File: config.mk
export PLATFORM = sky130hd
export DESIGN_NAME = t5_ibus
export DESIGN_NICKNAME = d
export VERILOG_FILES = /design/src/rtl/t5_pkg.sv /design/src/rtl/t5_ibus.sv
export SDC_FILE = /design/constraint.sdc
export NUM_CORES = 1
export LEC_CHECK = 0
export CORE_MARGIN = 2
export CORE_UTILIZATION = 57
export CTS_CLUSTER_DIAMETER = 150
export CTS_CLUSTER_SIZE = 25
export DETAILED_ROUTE_END_ITERATION = 6
export DONT_BUFFER_PORTS = 1
export PLACE_DENSITY = 0.83
export SYNTH_ARGS = -nofsm -noshare
export SYNTH_HDL_FRONTEND = slang
export SYNTH_SLANG_ARGS = --single-unit
File: constraint.sdc
create_clock -name sclk -period 3.4 [get_ports sclk]
set_clock_uncertainty 0.15 [all_clocks]
set_input_delay 0.34 -clock sclk [delete_from_list [all_inputs] [get_ports sclk]]
set_output_delay 0.34 -clock sclk [all_outputs]
set_load 0.005 [all_outputs]
File: src/rtl/t5_pkg.sv
// Shared definitions for the t5 instruction-fetch bus block: FSM states and
// the instruction word substituted on a failed fetch.
package t5_pkg;

  typedef enum logic [1:0] {
    ST_IDLE = 2'd0,
    ST_BUSY = 2'd1,
    ST_DONE = 2'd2
  } state_t;

  // RISC-V canonical NOP (addi x0, x0, 0)
  localparam logic [31:0] NOP_INSN = 32'h0000_0013;

endpackage

File: src/rtl/t5_ibus.sv
// Instruction-fetch bus bridge with a single-entry last-fetch buffer.
// Optional bus timeout compiled in with `define T5_IBUS_TIMEOUT_EN.
module t5_ibus
  import t5_pkg::*;
#(
  parameter int XLEN = 32,
  parameter int TOUT = 255
) (
  input  logic            sclk,
  input  logic            srst,
  input  logic            ireq,
  input  logic [XLEN-3:0] iadr,
  input  logic            iflush,
  output logic            iack,
  output logic [XLEN-1:0] idat,
  output logic            ifault,
  output logic            wb_stb,
  output logic [XLEN-3:0] wb_adr,
  input  logic            wb_ack,
  input  logic            wb_err,
  input  logic [XLEN-1:0] wb_dat
);

  state_t          state;
  state_t          state_nx;

  logic [XLEN-3:0] buf_adr;
  logic [XLEN-1:0] buf_dat;
  logic            buf_vld;
  logic            flush_pend;

  logic            hit;
  logic            take_hit;
  logic            start_miss;
  logic            ack_end;
  logic            fault_end;
  logic            tout_hit;

`ifdef T5_IBUS_TIMEOUT_EN
  localparam int TW = $clog2(TOUT + 1);

  logic [TW-1:0] tcnt;

  // counts cycles spent in BUSY; cleared everywhere else
  always_ff @(posedge sclk) begin
    if (srst || state != ST_BUSY) begin
      tcnt <= '0;
    end else begin
      tcnt <= tcnt + 1'b1;
    end
  end

  assign tout_hit = (state == ST_BUSY) && (tcnt == TW'(TOUT - 1));
`else
  assign tout_hit = 1'b0;
`endif

  // a flush in the request cycle must never be served from the old buffer
  assign hit = buf_vld && !iflush && (buf_adr == iadr);

  always_ff @(posedge sclk) begin
    if (srst) begin
      state <= ST_IDLE;
    end else begin
      state <= state_nx;
    end
  end

  always_comb begin
    state_nx   = state;
    take_hit   = 1'b0;
    start_miss = 1'b0;
    ack_end    = 1'b0;
    fault_end  = 1'b0;
    case (state)
      ST_IDLE: begin
        if (ireq) begin
          if (hit) begin
            take_hit = 1'b1;
            state_nx = ST_DONE;
          end else begin
            start_miss = 1'b1;
            state_nx   = ST_BUSY;
          end
        end
      end
      ST_BUSY: begin
        // error beats ack; a real ack beats a same-cycle timeout
        if (wb_err || (!wb_ack && tout_hit)) begin
          fault_end = 1'b1;
          state_nx  = ST_DONE;
        end else if (wb_ack) begin
          ack_end  = 1'b1;
          state_nx = ST_DONE;
        end
      end
      ST_DONE: begin
        state_nx = ST_IDLE;
      end
      default: begin
        state_nx = ST_IDLE;
      end
    endcase
  end

  assign iack = (state == ST_DONE);

  always_ff @(posedge sclk) begin
    if (srst) begin
      wb_stb     <= 1'b0;
      wb_adr     <= '0;
      idat       <= '0;
      ifault     <= 1'b0;
      buf_vld    <= 1'b0;
      flush_pend <= 1'b0;
    end else begin
      if (start_miss) begin
        wb_stb <= 1'b1;
        wb_adr <= iadr;
      end else if (ack_end || fault_end) begin
        wb_stb <= 1'b0;
      end

      if (take_hit) begin
        idat   <= buf_dat;
        ifault <= 1'b0;
      end else if (ack_end) begin
        idat   <= wb_dat;
        ifault <= 1'b0;
      end else if (fault_end) begin
        idat   <= XLEN'(NOP_INSN);
        ifault <= 1'b1;
      end

      // a flush seen at any point during the bus cycle poisons its result
      if (state == ST_BUSY) begin
        flush_pend <= flush_pend | iflush;
      end else begin
        flush_pend <= 1'b0;
      end

      if (iflush) begin
        buf_vld <= 1'b0;
      end else if (ack_end && !flush_pend) begin
        buf_vld <= 1'b1;
      end
    end
  end

  always_ff @(posedge sclk) begin
    if (ack_end) begin
      buf_adr <= wb_adr;
      buf_dat <= wb_dat;
    end
  end

endmodule

==> impl_results.md, run 1 <==
- Post-synth EDFFs: a little over 60
- Worst-Skew Late Latency: just over 0.5 ns
- Final min period: 3.241 ns
- CP peak stage delay: around 0.61 ns
- Final slew viol count: 0
- Antenna-violating nets left: 0
- Routability cong.: approximately 0.84
- Fin util: about 76%
- Critical path cell sequence: xor2_1, nor4_1, and4_1, buf_4, nand4_1, a31oi_1, dlygate4sd3_1
- Maxcap violations: 0
- Kind of critical path: reg2reg
- Number of I/O pins: around 130
- DIE AREA: 10240 um^2
- Worst path slowest cell: dlygate4sd3_1
- Synthesized area per cell: between 10 and 15 um^2
- Remaining global-route overflow: 0
- Buf+Inv Stages, Crit Path: 2
- Leading cell type in the layout, fill and taps excluded: dlygate4sd3_1
- Endpoints failing setup: 0
- Die span in x: about 100 um
- Via density: approximately 6.3
- Max Clk Rate: between 0.3 and 0.4 GHz
- Die H: roughly 100 um
- Synth warn: 0
- Synthesized Nets: between 500 and 600
- Slew at the pin closest to its max-slew limit: 0.9519 ns
- Pleak: between 2 and 3 nW
- Residual DRC: 0
- FP Rows: 35
- Clock transition at the registers of the reported paths: about 0.060 ns
- Worst-path fanout max: 18
- Initial core utilization: about three fifths
- Critical Path End Type: flip-flop
- Nets: roughly 630
- Largest family of logic cells by synthesized area: simple AND/OR/NAND/NOR gates
- Outcome: completed
- Register bit total from synthesis: 130
- WL/cell: 21.52 um
- TritonCTS clock tree: built
- Port Buffers: 0
- Routed WL: 14720 um
- Total number of vias: around 4.3k
- Fin crit share: between 90% and 100%
- Setup slack at placement: 0.8506 ns
- Netlist cell types: 37
- Setup WS post-layout: approximately 0.16 ns
- XOR/XNOR Fraction of Synth Area: 4.878%
- Area fraction in compound gates after synthesis: 11.06%
- Root buffer cell: clkbuf_8
- Clock Path Buffers: 2
- 1st-iter DRT viols: 132
- Final hold vios: 0
- Post-synthesis simple-gate area fraction: around 14%
- Cells after Synth: approximately 470
- Pwr dens: 551.8 nW/um^2
- Seq/Total Area, Yosys: around 60%
- HP Class: in2reg
- Startpoint class of the critical path: flip-flop
- Diodes inserted: 0
- GRT Total Usage: approximately 29%
- Cts bufs inserted: 17
- Setup bufs post-CTS: 0
- Critical Path RT: 3.70 ns
- Core ar.: 9196 um^2
- VDD IR max: about 330 uV
- Pin count of the biggest net entering global routing: 65
- Post-DP HPWL: ~8500 um
- Setup TNS: 0 ns
- Fraction of layout cells with a size suffix above 1: between 9 and 10%
- Most common flop cell mapped by yosys: dfxtp_1
- Htree depth: 4
- Worst EP arrival: roughly 3.5 ns
- Post-synth ARST share: 0%
- Most frequent cells in the layout: dlygate4sd3_1, nand2_1, dfxtp_1, edfxtp_1, nor4_1
- Initial antenna violation count: 0
- RSZ-0062 raised after global routing: no
- WHS: about 0.034 ns
- TritonRoute pass-1 iters: 4
- Mapped Area: around 5400 um^2
- Adder-Cell Fraction of Synth Area: 0%
- Vias in the first global route: approximately 4.4k
- Post-synthesis mux area share: approximately 5.6%
- Max transition margin: between 30% and 40%
- First-pass GRT wire length: roughly 23000 um
- Synthesis-to-finish area growth: 30.17%
- Clk sink count: 130
- Delay-heaviest family, CP: simple AND/OR/NAND/NOR gates
[power by group]
part | switching, mW | internal, mW
clock network | 0.656 | 1.14
logic | 0.163 | 0.149
registers | 0.0527 | 1.71
[cell families (layout without fill, tap and decap cells)]
group / count (synthesis) / after routing
compound gates: 74 / 74
xor+xnor: 30 / 30
buf+inv: 46 / 152
flops: 130 / 130
mux: 30 / 30
simple gates: 157 / 157
[final cells by class]
class | instances | area, um^2
fill | 570 | 2185
inverter | 10 | 38.79
sequential | 130 | 3223
clock buffer | 25 | 494.2
clock inverter | 7 | 97.59
tap | 111 | 138.9
timing repair buffer | 110 | 1084
multi-input combinational | 291 | 1936
[worst paths after layout]
kind | from | end | slack [ns] | cells after the start
setup / recovery | buf_adr[14] | idat[6] | 0.16 | 7
hold / removal | wb_dat[4] | idat[4] | 0.03 | 3
setup reg to reg | buf_adr[14] | idat[6] | 0.16 | 7
hold reg to reg | flush_pend | flush_pend | 0.34 | 2
[through the flow]
stage,power (mW),cell area (um^2),cells
2_1_floorplan,1.944,5386,467
3_3_place_gp,1.978,5418,553
3_5_place_dp,1.990,5418,553
4_1_cts,3.855,7010,684
5_1_grt,3.985,7012,684
6_report,3.869,7012,684
[sequential cells by signal (all words and copies together), names as in the netlist]
| name | count |
|---|---|
| idat | 32 |
| buf_dat | 32 |
| wb_stb | 1 |
| buf_vld | 1 |
| state | 2 |
| buf_adr | 30 |
| flush_pend | 1 |
| wb_adr | 30 |
| ifault | 1 |
[Yosys cell counts, types with 7 or more instances]
master / number / area (um^2)
a31oi_1: 14 / 87.58
edfxtp_1: 62 / 1862
o41ai_1: 7 / 61.31
a221oi_1: 8 / 70.07
clkbuf_1: 21 / 78.83
a21oi_1: 10 / 50.05
nor4_1: 31 / 193.9
mux2i_1: 30 / 300.3
a311oi_1: 9 / 78.83
nand2_1: 86 / 322.8
xor2_1: 30 / 262.8
buf_6: 7 / 78.83
dfxtp_1: 68 / 1361
o311ai_1: 13 / 113.9
nand4_1: 17 / 106.4
nor3_1: 7 / 35.03
inv_1: 9 / 33.78
[routing by layer]
metal | part of all wire (%) | vias up | track usage (%)
li1 | - | 1954 | -
met1 | 38 | 2075 | 33.68
met2 | 52 | 223 | 50.38
met3 | 8.2 | 33 | 10.21
met4 | 2.0 | 0 | 11.75
met5 | 0 | - | 0
[worst reg2reg max path, delay by kind of cell, from the launching register on]
| kind | cells | cell delay (ns) |
|---|---|---|
| AND/OR/NAND/NOR | 3 | 1.26 |
| buffers and inverters | 2 | 0.94 |
| flip-flops | 1 | 0.37 |
| AO/OA/AOI/OAI | 1 | 0.28 |
| XOR/XNOR | 1 | 0.18 |
[what timing repair did]
action,4_1_cts,5_1_grt
hold buffers,99,0
endpoints found under the setup margin,0,1
hold endpoints to repair,98,0
gates resized for setup,0,1
Power figures use the tool's default switching activity.
==> run 2: changes to the inputs <==
Settings changed: CAP_MARGIN set to 25, CORE_UTILIZATION 57 to 45, PLACE_DENSITY 0.83 to 0.7.
==> impl_results.md, run 2 (synthesis gave the netlist of run 1 again) <==
- Most frequent cells in the layout: nand2_1, dfxtp_1, dlygate4sd3_1, edfxtp_1, nor4_1
- Register area: 3223 um^2 (unchanged)
- Multi-input gate area: 1934 um^2 (about the same)
- Kind of critical path: reg2reg
- Pin count of the biggest net entering global routing: 65 (unchanged)
- Critical Path End Type: flip-flop
- Max transition margin: 34.43% (-2.0 points)
- Die span in x: 113.4 um (+12%)
- Maxcap violations: 0 (unchanged)
- Worst path slowest cell: and4_1
- Remaining global-route overflow: 0 (unchanged)
- Final hold vios: 0 (unchanged)
- Outcome: completed
- Setup TNS: 0 ns (unchanged)
- Vias in the first global route: 4205 (-4.4%)
- Clk sink count: 130 (unchanged)
- RSZ-0062 raised after global routing: no
- TritonCTS clock tree: built
- R2R setup slack: 0.41 ns (+0.25 ns)
- R2R depth: 7 (unchanged)
- Clock Path Buffers: 2 (unchanged)
- First-pass GRT wire length: 22250 um (-2.5%)
- Worst Setup EP: idat[9]
- HP Class: in2reg
- WHS: 0.02429 ns (-0.01017 ns)
- Worst hold path cell count: 2 (-1)
- Fillers: 913 (+60%)
- Antenna-violating nets left: 0 (unchanged)
- Number of I/O pins: 133 (unchanged)
- Routed WL: 14270 um (-3.0%)
- Total number of vias: 4087 (-4.6%)
- Slew at the pin closest to its max-slew limit: 0.9836 ns (+0.03169 ns)
- Die H: 113.4 um (+12%)
- Htree depth: 4 (unchanged)
- TritonRoute pass-1 iters: 5 (+1)
- CP Launch Point: buf_adr[14]
- Critical path cell sequence: xor2_1, nor4_1, and4_1, buf_4, nand4_1, a31oi_1, dlygate4sd3_1
- Leading cell type in the layout, fill and taps excluded: nand2_1
- Max Clk Rate: 0.3342 GHz (+8.3%)
- Worst R2R End: idat[9]
- DIE AREA: 12860 um^2 (+26%)
- Residual DRC: 0 (unchanged)
- Port Buffers: 0 (unchanged)
- Initial antenna violation count: 0 (unchanged)
- Synthesis-to-finish area growth: 25.67%
- Final slew viol count: 0 (unchanged)
- Startpoint class of the critical path: flip-flop
- Post-DP HPWL: 9057 um (+7.1%)
- Worst-Skew Late Latency: 0.41 ns (-0.10 ns)
- GRT Total Usage: 22.66% (-6.7 points)
- Cts bufs inserted: 17 (unchanged)
- Worst EP arrival: 3.20 ns (-0.34 ns)
- Diodes inserted: 0 (unchanged)
- Gates resized, CTS repair: 0 (unchanged)
- 1st-iter DRT viols: 292 (+120%)
- Endpoints failing setup: 0 (unchanged)
- Nets: 598 (-4.8%)
- Pwr dens: 578.1 nW/um^2 (+4.8%)
- Routability cong.: 0.7972 (-5.5%)
- Worst Hold Launch: wb_dat[13]
- Fraction of layout cells with a size suffix above 1: 9.945% (+0.70 points)
- Biggest regs: buf_dat: 32 flops, idat: 32 flops
- Core ar.: 11560 um^2 (+26%)
- Initial core utilization: 46.58% (-12 points)
- Critical Path RT: 3.61 ns (-0.09 ns)
- Fin util: 58.53% (-18 points)
- FP Rows: 39 (+11%)
- WL/cell: 20.81 um (-3.3%)
- VDD IR max: 371.1 uV (+11%)
- Worst-path fanout max: 11 (-7)
- Root buffer cell: clkbuf_16
- Final min period: 2.992 ns (-0.2488 ns)
- CP peak stage delay: 0.62 ns (about the same)
- Total Power: 3.913 mW (+1.1%)
- Pleak: 2.398 nW (-7.1%)
- Clock transition at the registers of the reported paths: 0.06 ns (about the same)
- R2r startpoint: buf_adr[14]
- Via density: 5.958 (-4.9%)
- Fin crit share: 88.00% (-7.3 points)
[run 2: layout make-up]
type,instances,share of cell area (%)
inverter,10,0.5730
tap,143,2.643
timing repair buffer,80,11.57
sequential,130,47.62
clock buffer,20,6.747
multi-input combinational,291,28.58
clock inverter,12,2.274
[run 2: what timing repair did]
item                                    CTS  global route
hold buffers                             69             0
buffers inserted                          0             0
endpoints found under the hold margin    97             0
endpoints found under the setup margin    0             0
[run 2: through the flow]
step                      area [um^2]  setup slack (ns)  std cells
final                            6769            0.4079        686
after global placement           5458            0.9016        585
after global routing             6769            0.2608        686
after detailed placement         5458            0.8824        585
after floorplan                  5386           0.04516        467
after CTS                        6769            0.4504        686
[run 2: per-layer routing]
| metal | track usage, % | share of wire, % |
|---|---|---|
| met5 | 0 | 0 |
| met1 | 26.08 | 39 |
| met4 | 8.780 | 1.8 |
| met2 | 38.88 | 50 |
| met3 | 7.970 | 9.1 |
[run 2: how the worst min path moves through the flow]
stage,end,slack (ns)
after floorplan,buf_vld,0.27
after global placement,state[1],0.27
after detailed placement,idat[25],0.27
after CTS,idat[13],0.008
after global routing,idat[13],0.04
final,idat[13],0.02
[run 2: report_power, final]
group	leakage, nW	total (mW)	internal, mW	switching (mW)
Combinational	0.968	0.284	0.129	0.155
Clock	0.297	1.87	1.19	0.677
Sequential	1.13	1.76	1.71	0.0529
Total	2.40	3.91	3.03	0.884
[run 2: worst max-delay path: cells and delay by family, from the launching register on]
kind,cells,cell delay (ns)
compound gates,1,0.18
xor+xnor,1,0.17
buf+inv,2,0.86
flops,1,0.38
simple gates,3,1.19
==> run 3: changes to the inputs <==
Settings changed: CELL_PAD_IN_SITES_DETAIL_PLACEMENT set to 0, CELL_PAD_IN_SITES_GLOBAL_PLACEMENT set to 1, CORE_MARGIN 2 to 10, CORE_UTILIZATION 45 to 44, PLACE_DENSITY 0.7 to 0.83.
==> impl_results.md, run 3 (synthesis gave the netlist of run 1 again) <==
- Outcome: completed
- Setup TNS: 0 ns (unchanged)
- Worst hold path cell count: 2 (unchanged)
- WHS: 0.04763 ns (+0.02334 ns)
- HP Class: in2reg
- TritonRoute pass-1 iters: 5 (unchanged)
- Pin count of the biggest net entering global routing: 65 (unchanged)
- Leading cell type in the layout, fill and taps excluded: nand2_1
- DIE AREA: 17070 um^2 (+33%)
- Biggest regs: buf_dat: 32 flops, idat: 32 flops
- CP peak stage delay: 0.57 ns (-0.05 ns)
- RSZ-0062 raised after global routing: no
- Fraction of layout cells with a size suffix above 1: 9.761% (-0.18 points)
- R2R depth: 7 (unchanged)
- Initial antenna violation count: 0 (unchanged)
- Number of I/O pins: 133 (unchanged)
- Post-DP HPWL: 9729 um (+7.4%)
- Root buffer cell: clkbuf_16
- R2R setup slack: 0.59 ns (+0.19 ns)
- WL/cell: 21.46 um (+3.1%)
- Critical Path RT: 3.60 ns (about the same)
- Routed WL: 14810 um (+3.7%)
- Delay-heaviest family, CP: simple AND/OR/NAND/NOR gates
- Pleak: 2.411 nW (+0.55%)
- Via density: 5.891 (-1.1%)
- Startpoint class of the critical path: flip-flop
- Worst-Skew Late Latency: 0.42 ns (about the same)
- Final hold vios: 0 (unchanged)
- Htree depth: 4 (unchanged)
- Remaining global-route overflow: 0 (unchanged)
- Kind of critical path: reg2reg
- Max Clk Rate: 0.3564 GHz (+6.6%)
- Min-Delay Endpoint: idat[1]
- Most frequent cells in the layout: nand2_1, dfxtp_1, dlygate4sd3_1, edfxtp_1, nor4_1
- Initial core utilization: 44.84% (-1.7 points)
- Fin crit share: 82.53% (-5.5 points)
- R2r startpoint: buf_adr[14]
- Internal power: 3.080 mW (+1.7%)
- TritonCTS clock tree: built
- First-pass GRT wire length: 22500 um (+1.1%)
- Clk sink count: 130 (unchanged)
- Antenna-violating nets left: 0 (unchanged)
- Vias in the first global route: 3994 (-5.0%)
- Cts bufs inserted: 17 (unchanged)
- Core ar.: 12010 um^2 (+3.9%)
- GRT Total Usage: 17.30% (-5.4 points)
- Maxcap violations: 0 (unchanged)
- Slew at the pin closest to its max-slew limit: 0.9718 ns (-0.01178 ns)
- FP Rows: 40 (+2.6%)
- Comb pwr share: 7.2% (about the same)
- Clk pwr share: 48.0% (+0.2 points)
- Worst-path fanout max: 25 (+14)
- Layout Cells excl Fill: 690 (+0.58%)
- Synthesis-to-finish area growth: 26.09%
- Final min period: 2.806 ns (-0.1861 ns)
- Worst EP arrival: 3.01 ns (-0.19 ns)
- Die H: 130.6 um (+15%)
- Worst path slowest cell: dlygate4sd3_1
- Pwr dens: 579.6 nW/um^2 (+0.26%)
- Total number of vias: 4065 (-0.54%)
- Sw Share: 21.77% (-0.83 points)
- Net Switching: 0.8570 mW (-3.1%)
- Clock transition at the registers of the reported paths: 0.05 ns (about the same)
- Residual DRC: 0 (unchanged)
- VDD IR max: 366.1 uV (-1.3%)
- Dpl cells: 589 (+0.68%)
- Diodes inserted: 0 (unchanged)
- Port Buffers: 0 (unchanged)
- Nets: 598 (unchanged)
- Clock Path Buffers: 2 (unchanged)
- Sequential Power Share: 44.7% (-0.2 points)
- Max transition margin: 34.97% (+0.55 points)
- 1st-iter DRT viols: 363 (+24%)
- Critical Path End Type: flip-flop
- Buf+Inv Stages, Crit Path: 2 (unchanged)
- Worst R2R End: idat[23]
- Routability cong.: 0.7485 (-6.1%)
- Endpoints failing setup: 0 (unchanged)
- Worst Hold Launch: wb_dat[1]
- Die span in x: 130.6 um (+15%)
- Final slew viol count: 0 (unchanged)
- Critical path cell sequence: xor2_1, nor4_1, and4_1, buf_4, nand4_1, a31oi_1, dlygate4sd3_1
[run 3: cell types whose count changed in the layout (fill, tap and decap cells not counted)]
cell and delta:
bufinv_16 -1, clkbuf_8 +2, clkbuf_1 +1, clkinv_4 -2, clkinvlp_4 -1, clkbuf_16 +2
inv_6 -1
[run 3: cell type report]
type / instances / area, um^2
repair buffers: 80 / 783.3
multi-input cells: 291 / 1934
clock buffers: 25 / 538.0
well taps: 147 / 183.9
fillers: 964 / 5220
inverters: 10 / 38.79
clock inverters: 7 / 90.09
flip-flops and latches: 130 / 3223
[run 3: worst register-to-register path: stages, from the launching register on]
cell	delay (ns)
edfxtp_1	0.37
xor2_1	0.18
nor4_1	0.47
and4_1	0.33
buf_4	0.33
nand4_1	0.15
a31oi_1	0.18
dlygate4sd3_1	0.57
[run 3: layer usage]
layer | vias up | global-route usage [%] | wire length (um)
met4 | 0 | 6.998 | 265
met3 | 26 | 7.413 | 1745
li1 | 1893 | - | -
met5 | - | 0 | 0
met2 | 206 | 27.65 | 7216
met1 | 1940 | 20.04 | 5579
[run 3: worst max path at each step]
stage                            from         end  slack, ns  cells after the start
after floorplan              state[0]  buf_adr[0]       0.05                      4
after global placement    buf_adr[17]  wb_adr[19]       0.93                      6
after detailed placement  buf_adr[22]  wb_adr[23]       0.83                      6
after CTS                 buf_adr[14]    idat[23]       0.66                      7
after global routing      buf_adr[17]    idat[23]       0.47                      7
final                     buf_adr[14]    idat[23]       0.59                      7
[run 3: repair_timing]
item                      4_1_cts  5_1_grt
hold endpoints to repair       97        0
gates resized for setup         0        0
buffers inserted                0        0
hold buffers                   69        0
[run 3: power by group through the flow]
| stage | clock, mW | combinational (mW) | sequential (mW) |
|---|---|---|---|
| floorplan | 0 | 0.170 | 1.77 |
| global placement | 0 | 0.195 | 1.79 |
| detailed placement | 0 | 0.201 | 1.80 |
| CTS | 1.91 | 0.284 | 1.76 |
| global route | 1.99 | 0.311 | 1.77 |
| finish | 1.89 | 0.285 | 1.76 |
[run 3: through the flow]
| step | utilization (%) | area (um^2) | setup WS [ns] | power [mW] |
|---|---|---|---|---|
| floorplan | - | 5386 | 0.04516 | 1.944 |
| global placement | 45.48 | 5463 | 0.9326 | 1.988 |
| detailed placement | 45.48 | 5463 | 0.8305 | 1.997 |
| CTS | 56.54 | 6792 | 0.6614 | 3.960 |
| global route | 56.54 | 6792 | 0.4664 | 4.066 |
| finish | 56.54 | 6792 | 0.5940 | 3.937 |
